<file path="config.mk">
export PLATFORM = sky130hd
export DESIGN_NAME = fft_mag_frame_ctrl
export DESIGN_NICKNAME = d
export VERILOG_FILES = /design/src/rtl/fft_mag_frame_ctrl.sv
export SDC_FILE = /design/constraint.sdc
export NUM_CORES = 1
export LEC_CHECK = 0
export ABC_AREA = 1
export BUFFER_PORTS_ARGS = -buffer_cell sky130_fd_sc_hd__buf_4
export CORE_UTILIZATION = 31
export CTS_BUF_LIST = sky130_fd_sc_hd__clkbuf_4 sky130_fd_sc_hd__clkbuf_8
export CTS_CLUSTER_DIAMETER = 30
export CTS_CLUSTER_SIZE = 12
export DETAILED_ROUTE_END_ITERATION = 10
export GPL_ROUTABILITY_DRIVEN = 0
export HOLD_SLACK_MARGIN = 0.08
export PLACE_DENSITY = 0.65
export SETUP_SLACK_MARGIN = 0.05
export SLEW_MARGIN = 20
export SYNTH_ARGS = -nofsm -noshare
export SYNTH_HDL_FRONTEND = slang
export SYNTH_SLANG_ARGS = --single-unit
</file>
<file path="constraint.sdc">
create_clock -name clk -period 1.9 [get_ports clk]
set_input_delay 0.19 -clock clk [delete_from_list [all_inputs] [get_ports clk]]
set_output_delay 0.19 -clock clk [all_outputs]
set_load 0.01 [all_outputs]
</file>
<file path="src/rtl/fft_mag_frame_ctrl.sv">
// Frame sequencer between the FFT output stream and the CORDIC magnitude stage.
// Optional feature macro: MAG_PEAK_EN (peak magnitude/bin tracking of the buffered frame).
module fft_mag_frame_ctrl #(
    parameter int NFFT      = 2048,
    parameter int IDX_W     = 11,
    parameter int DATA_W    = 16,
    parameter int KEEP_BINS = 1024,
    parameter int FLUSH_TO  = 64
) (
    input  logic                         clk,
    input  logic                         reset,
    input  logic                         fft_tvalid,
    output logic                         fft_tready,
    input  logic                         fft_tlast,
    input  logic [IDX_W-1:0]             fft_tuser,
    output logic                         mag_in_valid,
    output logic                         mag_in_last,
    output logic [IDX_W-1:0]             mag_in_user,
    input  logic                         mag_out_valid,
    input  logic                         mag_out_last,
    input  logic [IDX_W-1:0]             mag_out_user,
    input  logic [DATA_W-1:0]            mag_out_data,
    output logic                         buf_we,
    output logic [$clog2(KEEP_BINS)-1:0] buf_waddr,
    output logic [DATA_W-1:0]            buf_wdata,
    output logic                         frame_ready,
    input  logic                         frame_ack,
    output logic [15:0]                  frame_count,
    output logic                         err_index,
    output logic                         err_last,
    output logic                         err_timeout,
    output logic [DATA_W-1:0]            peak_val,
    output logic [$clog2(KEEP_BINS)-1:0] peak_bin
);

    localparam int KA_W = $clog2(KEEP_BINS);
    localparam int FC_W = $clog2(FLUSH_TO + 1);
    localparam logic [IDX_W-1:0] LAST_IDX = IDX_W'(NFFT - 1);
    localparam logic [IDX_W:0]   KEEP_LIM = (IDX_W + 1)'(KEEP_BINS);

    typedef enum logic [1:0] {IDLE, FILL, FLUSH, READY} state_t;

    state_t              r_state;
    state_t              w_nextState;
    logic [IDX_W-1:0]    r_expIdx;
    logic                r_frameOk;
    logic [FC_W-1:0]     r_flushCnt;
    logic [15:0]         r_frameCount;
    logic                r_errIndex;
    logic                r_errLast;
    logic                r_errTimeout;
    logic                r_bufWe;
    logic [KA_W-1:0]     r_bufWaddr;
    logic [DATA_W-1:0]   r_bufWdata;

    logic                w_fwd;
    logic                w_start;
    logic                w_fillBeat;
    logic                w_idxBad;
    logic                w_lastBad;
    logic                w_magLast;
    logic                w_timeout;
    logic                w_bufWr;
    logic [KA_W-1:0]     w_binLo;

    assign w_start    = (r_state == IDLE) && fft_tvalid && (fft_tuser == '0);
    assign w_fillBeat = (r_state == FILL) && fft_tvalid;
    assign w_idxBad   = w_fillBeat && (fft_tuser != r_expIdx);
    assign w_lastBad  = w_fillBeat && (fft_tlast != (fft_tuser == LAST_IDX));
    assign w_magLast  = mag_out_valid && mag_out_last;
    assign w_timeout  = (r_state == FLUSH) && !w_magLast && (r_flushCnt == FC_W'(FLUSH_TO - 1));
    assign w_binLo    = mag_out_user[KA_W-1:0];
    assign w_bufWr    = mag_out_valid && ((r_state == FILL) || (r_state == FLUSH))
                        && ({1'b0, mag_out_user} < KEEP_LIM);

    always_ff @(posedge clk) begin
        if (reset) r_state <= IDLE;
        else       r_state <= w_nextState;
    end

    always_comb begin
        w_nextState = r_state;
        fft_tready  = 1'b0;
        w_fwd       = 1'b0;
        case (r_state)
            IDLE: begin
                fft_tready = 1'b1;
                if (w_start) begin
                    w_fwd       = 1'b1;
                    w_nextState = FILL;
                end
            end
            FILL: begin
                fft_tready = 1'b1;
                w_fwd      = fft_tvalid && r_frameOk;
                if (w_fillBeat && (fft_tlast || (fft_tuser == LAST_IDX)))
                    w_nextState = FLUSH;
            end
            FLUSH: begin
                if (w_magLast)      w_nextState = r_frameOk ? READY : IDLE;
                else if (w_timeout) w_nextState = IDLE;
            end
            READY: begin
                if (frame_ack) w_nextState = IDLE;
            end
            default: w_nextState = IDLE;
        endcase
    end

    // A bad beat is still forwarded itself; frame_ok only gates the beats after it.
    always_ff @(posedge clk) begin
        if (reset) begin
            r_expIdx     <= '0;
            r_frameOk    <= 1'b0;
            r_flushCnt   <= '0;
            r_frameCount <= '0;
            r_errIndex   <= 1'b0;
            r_errLast    <= 1'b0;
            r_errTimeout <= 1'b0;
        end else begin
            if (w_start) begin
                r_expIdx  <= IDX_W'(1);
                r_frameOk <= 1'b1;
            end else if (w_fillBeat) begin
                r_expIdx <= r_expIdx + IDX_W'(1);
                if (w_idxBad || w_lastBad) r_frameOk <= 1'b0;
            end
            if (w_idxBad)  r_errIndex   <= 1'b1;
            if (w_lastBad) r_errLast    <= 1'b1;
            if (w_timeout) r_errTimeout <= 1'b1;
            r_flushCnt <= (r_state == FLUSH) ? r_flushCnt + FC_W'(1) : '0;
            if ((r_state == READY) && frame_ack) r_frameCount <= r_frameCount + 16'd1;
        end
    end

    always_ff @(posedge clk) begin
        if (reset) begin
            r_bufWe    <= 1'b0;
            r_bufWaddr <= '0;
            r_bufWdata <= '0;
        end else begin
            r_bufWe <= w_bufWr;
            if (w_bufWr) begin
                r_bufWaddr <= w_binLo;
                r_bufWdata <= mag_out_data;
            end
        end
    end

`ifdef MAG_PEAK_EN
    logic [DATA_W-1:0] r_peakVal;
    logic [KA_W-1:0]   r_peakBin;

    // Equal values only replace the held peak when they come from a lower bin.
    always_ff @(posedge clk) begin
        if (reset || w_start) begin
            r_peakVal <= '0;
            r_peakBin <= '0;
        end else if (w_bufWr && ((mag_out_data > r_peakVal) ||
                                 ((mag_out_data == r_peakVal) && (w_binLo < r_peakBin)))) begin
            r_peakVal <= mag_out_data;
            r_peakBin <= w_binLo;
        end
    end

    assign peak_val = r_peakVal;
    assign peak_bin = r_peakBin;
`else
    assign peak_val = '0;
    assign peak_bin = '0;
`endif

    assign mag_in_valid = w_fwd;
    assign mag_in_last  = w_fwd && fft_tlast;
    assign mag_in_user  = fft_tuser;
    assign buf_we       = r_bufWe;
    assign buf_waddr    = r_bufWaddr;
    assign buf_wdata    = r_bufWdata;
    assign frame_ready  = (r_state == READY);
    assign frame_count  = r_frameCount;
    assign err_index    = r_errIndex;
    assign err_last     = r_errLast;
    assign err_timeout  = r_errTimeout;

endmodule

</file>
# Yosys cells after proc, flatten, opt, wreduce, memory -nomap -nowiden
# Index checks and enable logic that the tools add are counted.
[word_totals]
regBits = 67
inputBits = 45
output_inout_bits = 87
[classes]
add_sub_neg = 3
magnitude_cmp = 1
eq_ne = 11
mux = 15
bitwise = 1
n_reduce_logical = 27
[ops]
columns = ["operator", "count"]
rows = [
  ["$add 16x1->16 const B", 1],
  ["$logic_and 1x1->1", 14],
  ["$mux 2", 6],
  ["$add 11x1->11 const B", 1],
  ["$eq 11x11->1 const B", 1],
  ["$logic_not 11->1", 1],
  ["$lt 11x11->1 const B", 1],
  ["$ne 11x11->1", 1],
  ["$pmux 2 s4", 1],
  ["$add 7x1->7 const B", 1],
  ["$eq 7x6->1 const B", 1],
  ["$mux 1", 7],
  ["$reduce_or 2->1", 3],
  ["$eq 2x2->1 const B", 2],
  ["$ne 2x1->1 const B", 2],
  ["$reduce_and 4->1", 1],
  ["$reduce_bool 2->1", 2],
  ["$logic_or 1x1->1", 3],
  ["$ne 3x3->1 const B", 1],
  ["$eq 2x1->1 const B", 1],
  ["$logic_not 2->1", 1],
  ["$ne 2x2->1 const B", 1],
  ["$pmux 1 s2", 1],
  ["$reduce_and 2->1", 1],
  ["other kinds (3)", 3],
]

# Longest topological paths before layout
# Gate-level depths: netlist of run 1.
[depth]
ltp_word = 7
ltp_mapped = 10

# Worst setup path before layout of run 1
# Ideal clock, no wire load.
[synth_timing]
path_kind = "flip-flop to flip-flop"
start = "register r_state[0]"
end = "register r_bufWaddr[0], in the netlist buf_waddr[0]"
t_arrival_ns = 1.475
required_ns = 1.784
path_slack_ns = 0.309
stages_incl_launch_ff = 9
n_path_buf = 1
period_less_slack_ns = 1.591
path_cell_list = "dfxtp_1 > inv_1 > ha_1 > nand2_1 > nor2_4 > clkinv_1 > clkbuf_1 > nor2_1 > nor2_1"
[synth_between]
elab_chain_cells = 4
elab_cells_between_ends = 5
classes_between = "2 x eq/ne; 3 x reduce/logical"
[synth_lines]
columns = ["element", "line", "rtl"]
rows = [
  ["start, declared", "43", "state_t r_state;"],
  ["start signal, assigned", "78", "else r_state <= w_nextState;"],
  ["$eq 2x1->1 or $eq 2x2->1 (tied branches)", "73", "assign w_bufWr = mag_out_valid && ((r_state == FILL) || (r_state == FLUSH))"],
  ["$logic_or 1x1->1 (*)", "73", ""],
  ["$logic_and 1x1->1 (*)", "73", ""],
  ["$logic_and 1x1->1 (*)", "74", "&& ({1'b0, mag_out_user} < KEEP_LIM);"],
  ["end signal, assigned", "144", "r_bufWaddr <= w_binLo;"],
  ["end, declared", "53", "logic [KA_W-1:0] r_bufWaddr;"],
]
# Mark *: on every way between the ends. The rest lies on a longest branch, timed or not.
# A chain may end at the register's enable or synchronous reset.

# Worst setup path after layout of run 1
[layout_timing]
start = "register r_state[0]"
end = "output mag_in_last"
[layout_between]
elab_chain_cells = 6
elab_cells_between_ends = 7
classes_between = "1 x eq/ne; 2 x mux; 4 x reduce/logical"
[layout_lines]
columns = ["element", "line", "rtl"]
rows = [
  ["$logic_not 2->1", "66, 85", ""],
  ["$logic_and 1x1->1 (2 in series)", "66", "assign w_start = (r_state == IDLE) && fft_tvalid && (fft_tuser == '0);"],
  ["$mux 1", "88", "if (w_start) begin"],
  ["$pmux 1 s2 (*)", "85", "case (r_state)"],
  ["$logic_and 1x1->1 (*)", "174", "assign mag_in_last = w_fwd && fft_tlast;"],
  ["end, declared", "17", "output logic mag_in_last,"],
]
# Marks and branches as above.

==> flow_summary.toml, run 1 <==
[synthesis]
yosys.area.top_type_share = 0.389
syn_inst = 489
synth_seq_cells = 67
syn_area_um2 = 3450
postSynth.asyncResetShare = 0
seq_area_frac_synth = 0.389
ys_top_cells_by_area = "dfxtp_1 39%, nor2_1 10%, nand2_1 8.9%, buf_4 8.1%, inv_1 5.8%"
synth_commonest_cells = "94 x nor2_1, 82 x nand2_1, 67 x dfxtp_1"
yosysMostFrequentCell = "nor2_1"
synth.avg_cell_area_um2 = 7.05
synth_edf_count = 0
yosys_warnings = 0
ys_types = 31
yosys_most_used_dff = "dfxtp_1"
synth_area_leader_cell = "dfxtp_1"

[clock_network]
cts-root-buf = "clkbuf_8"
htree_levels = 3
numCtsBuffers = 9
cts.path.max_buffers = 2
path_clk_slew_ps = 70
cts_num_sinks = 67
clk_latency_ps = 340
cts_tree = "yes"

[finish]
fin_nets = 671
multi_input_area_um2 = 1690
syn2layout_area_growth_pct = 37.6
antenna_cells = 0
ff_latch_area_um2 = 1340
drive_gt1_frac = 0.249
fillers = 1058

[power_and_ir_drop]
p_int_mw = 2.56
swShare = 0.283
power.switching_mw = 1.01
power_mw = 3.56
p_leak_nw = 2.17
power_frac_clock = 0.365
combinationalPowerShare = 0.199
seq_power_share = 0.435
p_per_area_nw_per_um2 = 751
peakVddDrop_mv = 0.500

[timing]
fmax_ghz = 0.567
finalMaxSlewViolations = 0
fin_crit_sh = 0.929
finalClockSkew_ps = 9.42
setup_tns_ps = 0
hold_viol_final = 0
holdWs_ps = 97.3
rsz0062_at_grt = "no"
setup_viol = 0
layout_min_cycle_time_ps = 1760

[worst_setup_path]
critPathKind = "flip-flop to output pin"
worst-path-buf-inv = 2
cp_top_family = "flip-flops"
cp.required_ps = 1710
cp_slowest_cell = "dfxtp_1"
worstPathMaxFanout = 4
cpPeakStageDelay_ps = 360
worstPathCellList = "inv_2 -> ha_2 -> nand3_1 -> nor2_2 -> nand2_2 -> a21oi_2 -> buf_4"
critPathCaptureType = "output pin"
cp-start-kind = "flip-flop"
cp.arrival_ps = 1570

[grt]
grt_pass1_vias = 3261
grt_usage = 0.160
antenna_found_initial = 0
grt_max_degree = 27
grt_pass1_wl_um = 14600
grt_overflow = 0

[floorplan]
fp.dieH_um = 107
row_count = 38
dieWidth_um = 107
die-area_um2 = 11500
io_pins = 132
core_area_um2 = 10800
start_util = 0.318

[run_status]
violations = "design-rule violations"
status = "finished with violations"

[drt]
dr.pass1.iters = 8
wl_met2_um = 4130
met3WireLength_um = 726
ant_nets = 0
drc = 1
drt_iter0_drc = 216
top_layer_used = "met4"
met1Wirelength_um = 4010
vias_per_cell = 4.57
num_vias = 3486
routedWlPerCell_um = 11.8
totalWireLength_um = 9020

[placed_design]
io_buffers = 105
hpwl_um = 6240

[hold_path]
holdCritPathClass = "primary input to flip-flop"

[run]
max_cap_violations = 0
==> layout by cell type, fill, tap and decap left out, types with 4 or more instances in the layout <==
master         count
a21oi_1           23
inv_1             51
xor2_1             6
buf_4            114
clkbuf_8           9
nand3_1           18
nand2_1           81
dfxtp_1           66
ha_1               7
conb_1            26
xnor2_1            7
nor2_4             4
nand4_1            6
nand2_2            5
nor3_1            12
dlygate4sd3_1     25
o21ai_0           35
nor2_1            93
==> stage by stage <==
| step | util | instance area, um2 | instances | worst slack [ps] |
|---|---|---|---|---|
| 4_1_cts | 0.435 | 4710 | 759 | 61.1 |
| 3_3_place_gp | 0.390 | 4230 | 718 | 133 |
| 3_5_place_dp | 0.390 | 4230 | 718 | 0.0303 |
| 6_report | 0.438 | 4740 | 762 | 135 |
| 2_1_floorplan | - | 3540 | 514 | 309 |
| 5_1_grt | 0.438 | 4740 | 762 | 56.5 |
==> registers in the layout (all words and copies together), names as in the netlist <==
signal and cells:
r_expIdx 11, err_last 1, err_index 1, r_state 2
buf_wdata 16, frame_count 16, err_timeout 1, r_frameOk 1
r_flushCnt 7, buf_waddr 10, buf_we 1
==> worst paths after layout <==
| check | start | end | slack, ps | depth (start not counted) |
|---|---|---|---|---|
| setup / recovery | r_state[0] | mag_in_last | 140 | 7 |
| hold / removal | mag_out_data[2] | buf_wdata[2] | 100 | 3 |
| setup reg to reg | r_state[0] | r_state[0] | 220 | 10 |
| hold reg to reg | r_flushCnt[0] | r_flushCnt[0] | 450 | 1 |
==> layout make-up <==
type	count	share of cell area
flip-flops and latches	67	0.283
clock inverters	7	0.0195
well taps	140	0.0369
clock buffers	9	0.0261
multi-input cells	344	0.356
inverters	56	0.0448
repair buffers	139	0.233
==> power groups by stage <==
| stage | Clock (mW) | Combinational, mW | Sequential (mW) |
|---|---|---|---|
| finish | 1.30 | 0.710 | 1.55 |
| global route | 1.40 | 0.790 | 1.56 |
| CTS | 1.34 | 0.694 | 1.55 |
| detailed placement | 0 | 0.643 | 1.57 |
| global placement | 0 | 0.629 | 1.57 |
| floorplan | 0 | 0.361 | 1.60 |
==> timing repair <==
action,in CTS,in global routing
buffers inserted,0,3
hold endpoints to repair,25,0
setup endpoints to repair,2,3
hold buffers,25,0
gates resized for setup,7,3
==> per-layer routing <==
| layer | vias to the layer above | track usage |
|---|---|---|
| li1 | 1732 | - |
| met1 | 1570 | 0.192 |
| met2 | 167 | 0.269 |
| met3 | 17 | 0.0478 |
| met4 | 0 | 0.0597 |
| met5 | - | 0 |
==> cells by family (layout without fill, tap and decap cells) <==
logic type / Yosys count / in the layout / share of synthesized area
AOI/OAI and AO/OA: 66 / 66 / 0.0991
xor gates and xnor gates: 13 / 13 / 0.0330
adders and majority gates: 9 / 9 / 0.0327
buffers and inverters: 103 / 211 / 0.153
DFF: 67 / 67 / 0.389
other: 1 / 26 / 0.00109
and+or+nand+nor: 230 / 230 / 0.292
==> worst min-delay path, cell delays in order <==
cell	delay, ps
buf_4	80
nor2_1	30
nor2_1	90
(Power assumes the default switching activity.)
==> inputs of run 2 (changes only) <==
--- a/config.mk
+++ b/config.mk
@@ -15,7 +15,7 @@
 export GPL_ROUTABILITY_DRIVEN = 0
 export HOLD_SLACK_MARGIN = 0.08
 export PLACE_DENSITY = 0.65
-export SETUP_SLACK_MARGIN = 0.05
+export SETUP_SLACK_MARGIN = 0.5
 export SLEW_MARGIN = 20
 export SYNTH_ARGS = -nofsm -noshare
 export SYNTH_HDL_FRONTEND = slang
==> run 2 against run 1 <==
The flow now finishes without violations; global-route usage is 0.063 points lower; design area up 18%; core utilization increased by 7.7 points; combinational power up 54%; worst hold slack improved by 14 ps; total power grew 14%; critical path type unchanged; critical endpoint unchanged; largest power group unchanged.
==> flow_summary.toml, run 2 (synthesis results as in run 1) <==
[drt]
ant_nets = 0
vias_per_cell = 4.57
totalWireLength_um = 10100
num_vias = 3586
drt_iter0_drc = 103
routedWlPerCell_um = 12.8
dr.pass1.iters = 4
drc = 0

[finish]
utilization = 0.515
syn2layout_area_growth_pct = 61.8
fin_nets = 694
drive_gt1_frac = 0.394
mostFrequentLayoutCells = "116 x buf_4, 73 x nand2_1, 71 x nor2_1"
ff_latch_area_um2 = 1350
multi_input_area_um2 = 2130
postLayoutCellArea_um2 = 5580
layout_commonest_cell = "buf_4"
fillers = 988
antenna_cells = 0

[worst_setup_path]
worstPathMaxFanout = 5
cp_slowest_cell = "dfxtp_4"
cp_top_family = "flip-flops"
critPathCaptureType = "output pin"
cp_num_cells = 7
critPathLaunch = "r_state[1]"
worstPathCellList = "inv_6 -> ha_4 -> nand3_4 -> nor2_4 -> nand2_4 -> a21oi_2 -> buf_4"
cp.arrival_ps = 1450
ff2ff_setup_slack_ps = 280
worst-path-buf-inv = 2
reg2reg_from = "r_state[0]"
cp-start-kind = "flip-flop"
cp.required_ps = 1710
r2r_end = "frame_count[14]"
cpPeakStageDelay_ps = 360
critPathCapture = "mag_in_last"
critPathKind = "flip-flop to output pin"
ff2ff_path_depth = 11

[clock_network]
clk_latency_ps = 340
numCtsBuffers = 9
htree_levels = 3
cts.path.max_buffers = 2
cts-root-buf = "clkbuf_8"
cts_num_sinks = 67
cts_tree = "yes"
path_clk_slew_ps = 70

[placed_design]
dp_slack_ps = 145
io_buffers = 105
hpwl_um = 6030
place_area_um2 = 4240

[timing]
rsz0062_at_grt = "yes"
setup_tns_ps = 0
setup_viol = 0
fin_crit_sh = 0.865
finalClockSkew_ps = 14.0
fmax_ghz = 0.608
layout_setup_ws_ps = 256
hold_viol_final = 0
layout_min_cycle_time_ps = 1640
finalMaxSlewViolations = 0

[grt]
grt_pass1_wl_um = 14600
grt_busiest_layer = "met2"
grt_pass1_vias = 3253
grt_overflow = 0
use_met2 = 0.271
use_met1 = 0.195
grt_max_degree = 28
grt_usage = 0.159
antenna_found_initial = 0
use_met3 = 0.0454

[floorplan]
fp.dieH_um = 107
dieWidth_um = 107
row_count = 38
io_pins = 132
start_util = 0.318
die-area_um2 = 11500
core_area_um2 = 10800

[power_and_ir_drop]
p_leak_nw = 2.45
p_per_area_nw_per_um2 = 726
peakVddDrop_mv = 0.425

[run]
max_cap_violations = 0

[run_status]
status = "completed"

[hold_path]
hold_depth = 3
holdCritPathClass = "primary input to flip-flop"
==> run 2: changes by cell type in the layout (fill, tap and decap cells not counted), sizes merged <==
cell	delta
clkinvlp	+1
clkinv	-4
buf	+19
clkbuf	+5
inv	+2
==> run 2: final cells by class <==
cell class,instances,share of cell area
multi-input combinational,344,0.381
timing repair buffer,160,0.253
sequential,67,0.242
inverter,56,0.0446
tap,140,0.0314
clock buffer,12,0.0285
clock inverter,4,0.0130
timing repair inverter,2,0.00561
==> run 2: per-stage QoR <==
step	power, mW	hold slack [ps]	std cells
floorplan	1.99	325	514
global placement	2.22	412	715
detailed placement	2.23	417	715
CTS	3.83	95.4	772
global route	4.24	100	785
finish	4.05	112	785
==> run 2: timing repair <==
action | CTS | global route
hold buffers | 25 | 0
pin swaps | 23 | 36
resized for setup | 43 | 114
buffers inserted | 15 | 9
cloned | 1 | 4
endpoints found under the setup margin | 50 | 61
endpoints found under the hold margin | 25 | 0
==> run 2: worst register-to-register path, cell delays in order, from the launching register on <==
cell and delay, ps:
dfxtp_4 400, buf_6 100, buf_6 80, ha_4 150, nand2_8 60, nor2_4 110
nand2_4 80, nor2_4 140, nand2_4 80, nor2_4 140, nand4_1 100, a21oi_1 130
==> run 2: how the worst min path moves through the flow <==
stage	end	from
2_1_floorplan	buf_waddr[0]	mag_out_user[0]
3_3_place_gp	buf_waddr[9]	mag_out_user[9]
3_5_place_dp	buf_wdata[4]	mag_out_data[4]
4_1_cts	buf_waddr[5]	mag_out_user[5]
5_1_grt	buf_waddr[5]	mag_out_user[5]
6_report	buf_waddr[5]	mag_out_user[5]
==> run 2: report_power, final <==
part / internal [mW] / leakage [nW] / switching, mW / total, mW
clock network: 0.824 / 0.116 / 0.560 / 1.38
logic: 0.551 / 1.79 / 0.538 / 1.09
registers: 1.50 / 0.543 / 0.0817 / 1.58
==> run 2: routing by layer <==
metal | part of all wire | vias up
li1 | - | 1784
met1 | 0.42 | 1655
met2 | 0.50 | 132
met3 | 0.065 | 15
met4 | 0.016 | 0
met5 | 0 | -
